===== config.mk =====
export PLATFORM = sky130hd
export DESIGN_NAME = mem_port_arbiter
export DESIGN_NICKNAME = d
export VERILOG_FILES = /design/src/rtl/mem_port_arbiter_pkg.sv /design/src/rtl/mem_port_arbiter_rr_arb.sv /design/src/rtl/mem_port_arbiter.sv
export SDC_FILE = /design/constraint.sdc
export NUM_CORES = 1
export LEC_CHECK = 0
export BUFFER_PORTS_ARGS = -buffer_cell sky130_fd_sc_hd__buf_2
export CAP_MARGIN = 25
export CORE_MARGIN = 2
export CORE_UTILIZATION = 55
export CTS_CLUSTER_DIAMETER = 60
export DETAILED_ROUTE_END_ITERATION = 10
export PLACE_DENSITY = 0.83
export SLEW_MARGIN = 30
export SYNTH_ARGS = -nofsm -noshare
export SYNTH_HDL_FRONTEND = slang
export SYNTH_SLANG_ARGS = --single-unit

===== constraint.sdc =====
create_clock -name Clk -period 3.6 [get_ports Clk]
set_input_delay 0.18 -clock Clk [delete_from_list [all_inputs] [get_ports Clk]]
set_output_delay 0.18 -clock Clk [all_outputs]
set_load 0.01 [all_outputs]

===== src/rtl/mem_port_arbiter_pkg.sv =====
// Shared definitions for the two-port BRAM arbiter: FSM state codes,
// port identifiers, access sizes and byte counts.
package mem_port_arbiter_pkg;

   typedef enum logic [1:0] {
      S_IDLE = 2'd0,
      S_RD   = 2'd1,
      S_WR   = 2'd2,
      S_DONE = 2'd3
   } state_t;

   localparam logic PORT_A = 1'b0;
   localparam logic PORT_B = 1'b1;

   localparam logic SZ_BYTE = 1'b0;
   localparam logic SZ_WORD = 1'b1;

   localparam logic [2:0] NB_BYTE = 3'd1;
   localparam logic [2:0] NB_WORD = 3'd4;

   // Number of BRAM byte cycles needed for an access of the given size
   function automatic logic [2:0] nbytes(input logic word);
      return (word == SZ_WORD) ? NB_WORD : NB_BYTE;
   endfunction

endpackage


===== src/rtl/mem_port_arbiter_rr_arb.sv =====
// Two-input request arbiter. Purely combinational: picks one requester,
// alternating on contention when RR_EN is set, otherwise favouring port A.
// The last-grant history is kept by the parent.
module mem_port_arbiter_rr_arb
   import mem_port_arbiter_pkg::*;
#(
   parameter bit RR_EN = 1'b1
) (
   input  logic [1:0] reqs,        // bit 0 = port A, bit 1 = port B
   input  logic       last_grant,  // PORT_A or PORT_B
   output logic [1:0] grant        // one-hot, same bit order as reqs
);

   // One-hot grant; on contention give the port that was not served last
   always_comb begin
      grant = 2'b00;
      case (reqs)
         2'b01:   grant = 2'b01;
         2'b10:   grant = 2'b10;
         2'b11:   grant = (RR_EN && (last_grant == PORT_A)) ? 2'b10 : 2'b01;
         default: grant = 2'b00;
      endcase
   end

endmodule


===== src/rtl/mem_port_arbiter.sv =====
// Shares a single-port 8-bit BRAM (1-cycle registered read) between the CPU
// (port A) and the debug/loader (port B). One transaction at a time; each
// byte or 32-bit word access is broken into big-endian byte cycles.
module mem_port_arbiter
   import mem_port_arbiter_pkg::*;
#(
   parameter int AW    = 16,
   parameter bit RR_EN = 1'b1
) (
   input  logic          Clk,
   input  logic          Rst_n,
   input  logic          a_req,
   input  logic          a_we,
   input  logic          a_word,
   input  logic [AW-1:0] a_addr,
   input  logic [31:0]   a_wdata,
   output logic [31:0]   a_rdata,
   output logic          a_done,
   input  logic          b_req,
   input  logic          b_we,
   input  logic          b_word,
   input  logic [AW-1:0] b_addr,
   input  logic [31:0]   b_wdata,
   output logic [31:0]   b_rdata,
   output logic          b_done,
   output logic          busy,
   output logic [AW-1:0] bram_addr,
   output logic          bram_we,
   output logic [7:0]    bram_din,
   input  logic [7:0]    bram_dout
);

   localparam logic [AW-1:0] ADDR_ONE = AW'(1);

   state_t        r_state;
   logic          r_port;
   logic          r_last_grant;
   logic [2:0]    r_cnt;
   logic [2:0]    r_nb;
   logic [23:0]   r_shift;      // read bytes collected so far, MSB first
   logic [23:0]   r_wsh;        // write bytes still to be issued, next in [23:16]

   logic [1:0]    w_reqs;
   logic [1:0]    w_grant;
   logic          w_sel_port;
   logic          w_sel_we;
   logic          w_sel_word;
   logic [AW-1:0] w_sel_addr;
   logic [31:0]   w_sel_wdata;
   logic [2:0]    w_last_idx;

   assign w_reqs     = {b_req, a_req};
   assign w_last_idx = r_nb - 3'd1;

   mem_port_arbiter_rr_arb #(
      .RR_EN (RR_EN)
   ) u_arb (
      .reqs       (w_reqs),
      .last_grant (r_last_grant),
      .grant      (w_grant)
   );

   // Route the winning requester's fields to the acceptance logic
   always_comb begin
      w_sel_port  = w_grant[1] ? PORT_B : PORT_A;
      w_sel_we    = a_we;
      w_sel_word  = a_word;
      w_sel_addr  = a_addr;
      w_sel_wdata = a_wdata;
      if (w_sel_port == PORT_B) begin
         w_sel_we    = b_we;
         w_sel_word  = b_word;
         w_sel_addr  = b_addr;
         w_sel_wdata = b_wdata;
      end
   end

   // Transaction FSM: accept, stream bytes to/from the BRAM, pulse done
   always_ff @(posedge Clk or negedge Rst_n) begin
      if (!Rst_n) begin
         r_state      <= S_IDLE;
         r_port       <= PORT_A;
         r_last_grant <= PORT_B;
         r_cnt        <= '0;
         r_nb         <= NB_BYTE;
         r_shift      <= '0;
         r_wsh        <= '0;
         busy         <= 1'b0;
         a_done       <= 1'b0;
         b_done       <= 1'b0;
         a_rdata      <= '0;
         b_rdata      <= '0;
         bram_addr    <= '0;
         bram_we      <= 1'b0;
         bram_din     <= '0;
      end else begin
         case (r_state)
            S_IDLE: begin
               if (w_grant != 2'b00) begin
                  r_port       <= w_sel_port;
                  r_last_grant <= w_sel_port;
                  r_nb         <= nbytes(w_sel_word);
                  r_cnt        <= '0;
                  r_shift      <= '0;
                  r_wsh        <= w_sel_wdata[23:0];
                  busy         <= 1'b1;
                  bram_addr    <= w_sel_addr;
                  if (w_sel_we) begin
                     bram_we  <= 1'b1;
                     bram_din <= (w_sel_word == SZ_BYTE) ? w_sel_wdata[7:0]
                                                         : w_sel_wdata[31:24];
                     r_state  <= S_WR;
                  end else begin
                     r_state  <= S_RD;
                  end
               end
            end

            // Addresses go out on the first NB edges; data for each comes
            // back two edges after it was presented, so capture starts at cnt 1.
            S_RD: begin
               r_cnt <= r_cnt + 3'd1;
               if (r_cnt < w_last_idx) begin
                  bram_addr <= bram_addr + ADDR_ONE;
               end
               if (r_cnt != 3'd0) begin
                  r_shift <= {r_shift[15:0], bram_dout};
               end
               if (r_cnt == r_nb) begin
                  if (r_port == PORT_A) begin
                     a_rdata <= {r_shift, bram_dout};
                     a_done  <= 1'b1;
                  end else begin
                     b_rdata <= {r_shift, bram_dout};
                     b_done  <= 1'b1;
                  end
                  r_state <= S_DONE;
               end
            end

            S_WR: begin
               r_cnt <= r_cnt + 3'd1;
               if (r_cnt < w_last_idx) begin
                  bram_addr <= bram_addr + ADDR_ONE;
                  bram_din  <= r_wsh[23:16];
                  r_wsh     <= {r_wsh[15:0], 8'h00};
               end else begin
                  bram_we <= 1'b0;
                  if (r_port == PORT_A) begin
                     a_done <= 1'b1;
                  end else begin
                     b_done <= 1'b1;
                  end
                  r_state <= S_DONE;
               end
            end

            // Done pulse lasts this one cycle; requests are not looked at here
            S_DONE: begin
               a_done  <= 1'b0;
               b_done  <= 1'b0;
               busy    <= 1'b0;
               r_state <= S_IDLE;
            end

            default: r_state <= S_IDLE;
         endcase
      end
   end

endmodule


==> impl_results.md <==
- Antenna violations before repair: 0
- Worst vdd ir: 0.5028 mV
- Top cell type's share of synthesized area: 48.90%
- Clock transition at path regs: 0.06 ns
- Htree depth: 4
- Internal power: 5.444 mW
- Fraction of layout cells with a size suffix above 1: 41.93%
- Clock network power share: 23.1%
- Leakage: 4.635 nW
- Mapped Cells: 678
- Final hold vios: 0
- Final TNS setup: 0 ns
- ANT nets after route: 0
- Worst-Margin Slew: 0.8045 ns
- RSZ-0062 raised after global routing: false
- Placed Area: 8675 µm²
- Crit end category: flop
- Synth-to-Final Area Change: 24.72%
- Core Box Area: 13,300 µm²
- Syn. warnings: 0
- Worst Hold Class: in2reg
- Required time worst endpoint: 3.93 ns
- Psw: 3.226 mW
- RePlAce Congestion: 0.8859
- # rows: 42
- DP HPWL: 12,930 µm
- Post-Route WL: 18,670 µm
- Design area: 9382 µm²
- GRT Total Usage: 25.83%
- CTS tree: done
- Hold Path Stages: 2
- Layout fillers: 992
- Post-synthesis sequential area ratio: 49.60%
- Synth area leader: dfrtp_1
- Root Buffer: clkbuf_16
- Vias/cell: 5.649
- Final setup fails: 0
- Crit path DAT: 3.03 ns
- Initial DRT Pass Iterations: 5
- Max-Cap Viols: 0
- Starting Density: 56.58%
- Total setup buffers inserted after CTS: 0
- CTS max path bufs: 2
- Clock Sink Count: 149
- Drt wl/cell: 17.68 µm
- Worst slew margin: 45.80%
- Comb power frac: 45.0%
- Total Nets Final: 990
- Fmax: 370.0 MHz
- Period minus WS final: 2.703 ns
- Syn_nets: 800
- Multi-input logic area: 3560 µm²
- Remaining DRCs: 0
- Die width: 120.9 µm
- Ys async rst share: 100.0%
- First-iteration detailed-routing DRC count: 465
- Startpoint types: flop
- Clk_lat worst skew: 0.43 ns
- Vias in the first global route: 5,814
- Switching portion of total power: 37.21%
- Power Dens Cells: 924.1 nW/µm²
- Largest net degree at the start of global routing: 112
- Diode count: 0
- Die area: 14,630 µm²
- PostCTS Resize Cnt: 0
- Worst Clk Skew: 0.01490 ns
- Main synth FF type: dfrtp_1
- Crit-path max FO: 27
- Top cells by area, synth: dfrtp_1 (49%), mux2_2 (13%), nand2_1 (5.3%)
- Reg power frac: 31.9%
- Fin. max-slew vios: 0
- Vias: 5,965
- First-pass GRT wire length: 29,590 µm
- Grt total ovfl: 0
- Mapped cell area: 7522 µm²
- Count of state elements after synthesis: 149
- Crit Path Category: reg2reg
- Number of synthesized flops with an enable pin: 0
- Yosys cell types: 55
- Sequential cell area: 3731 µm²
- I/O pin count: 204
- Status: completed
- Cells on worst reg2reg path: 6
- Tcrit/Tclk final: 75.08%
- Synth Area per Inst: 11.09 µm²
- Total CTS buffers: 17
- Number of port buffers: 203
- Die height: 120.9 µm
## kinds of logic (layout without fill, tap and decap cells)
group / after synthesis / after routing / synth area share (%)
AOI/OAI and AO/OA: 131 / 131 / 11.44
muxes: 139 / 139 / 21.32
DFF: 149 / 149 / 49.60
adders and majority gates: 10 / 10 / 1.663
xor gates and xnor gates: 3 / 3 / 0.3494
and+or+nand+nor: 193 / 193 / 12.16
buffers and inverters: 53 / 255 / 3.460
## cell usage in the layout, fill, tap and decap left out, drive strengths merged, types with 5 or more instances in the layout
master / instances
dfrtp: 147
a211oi: 17
clkbuf: 19
inv: 9
nand4: 6
ha: 10
o22ai: 9
and3: 8
nand3: 17
mux2i: 29
nor2b: 16
a21oi: 19
nor2: 8
o21ai: 45
nand2: 107
mux2: 110
o31ai: 9
bufinv: 6
buf: 213
nor3: 9
clkinv: 5
## registers in the layout (all words and copies together), names as in the netlist
signal and flops:
a_done 1, a_rdata 32, b_done 1, b_rdata 32
bram_addr 16, bram_din 8, bram_we 1, busy 1
r_cnt 3, r_last_grant 1, r_nb 2, r_port 1
r_shift 24, r_state 2, r_wsh 24
## what timing repair did
| item | CTS | global route |
|---|---|---|
| endpoints found under the hold margin | 107 | 0 |
| hold buffers | 1 | 0 |
| endpoints found under the setup margin | 0 | 0 |
## power groups by stage
stage	combinational, mW	clock (mW)	sequential [mW]
6_report	3.90	2.00	2.77
3_3_place_gp	3.70	0	2.76
2_1_floorplan	2.70	0	2.83
4_1_cts	3.90	2.02	2.76
5_1_grt	4.25	2.10	2.84
3_5_place_dp	3.88	0	2.78
## worst max-delay path, stage by stage (launching register included)
cell and delay (ns):
dfrtp_1 0.38, inv_1 0.10, ha_1 0.79, clkinv_1 0.51
nand3_1 0.47, o221ai_1 0.19, nor3_1 0.17
## worst paths after layout
path / start / endpoint / slack, ns
worst max-delay path: r_state[0] / bram_addr[8] / 0.90
worst min-delay path: bram_dout[6] / a_rdata[6] / 0.02
worst max register to register: r_state[0] / bram_addr[8] / 0.90
worst min register to register: a_rdata[20] / a_rdata[20] / 0.50
max in group asynchronous: Rst_n / r_shift[10] / 2.62
min in group asynchronous: Rst_n / a_rdata[24] / 0.29
## metal layers
layer	part of all wire [%]	routed length [µm]	track usage, %
met1	43	8113	34.74
met2	49	9221	42.52
met3	5.8	1085	5.169
met4	1.3	251	7.631
met5	0	0	0
## metrics by stage
stage	utilization, %	hold slack (ns)	setup slack (ns)	power (mW)	instances
4_1_cts	70.34	0.01594	0.8956	8.680	1055
3_5_place_dp	65.25	0.3924	0.9255	6.659	1023
5_1_grt	70.56	0.02498	0.6750	9.188	1056
6_report	70.56	0.02423	0.8973	8.670	1056
3_3_place_gp	65.04	0.3867	1.062	6.456	1022
2_1_floorplan	-	-0.1156	1.364	5.534	678
## cell type report
type	count	area share, %
multi-input cells	476	37.94
clock inverters	13	2.427
clock buffers	18	4.681
flip-flops and latches	149	39.77
inverters	9	0.3601
well taps	176	2.347
repair buffers	215	12.47
## synth_stat cells, types with 8 or more instances
cell type,count
mux2i_1,29
clkbuf_1,16
a21oi_1,17
nand2_1,107
mux2_2,90
nor2_1,8
dfrtp_1,147
and3_1,8
mux2_4,20
inv_1,8
o22ai_1,9
a211oi_1,17
buf_2,22
nor2b_1,16
o31ai_1,9
o21ai_0,45
ha_1,10
nor3_1,9
nand3_1,16
Note: power is estimated with default switching activity, not from simulation.
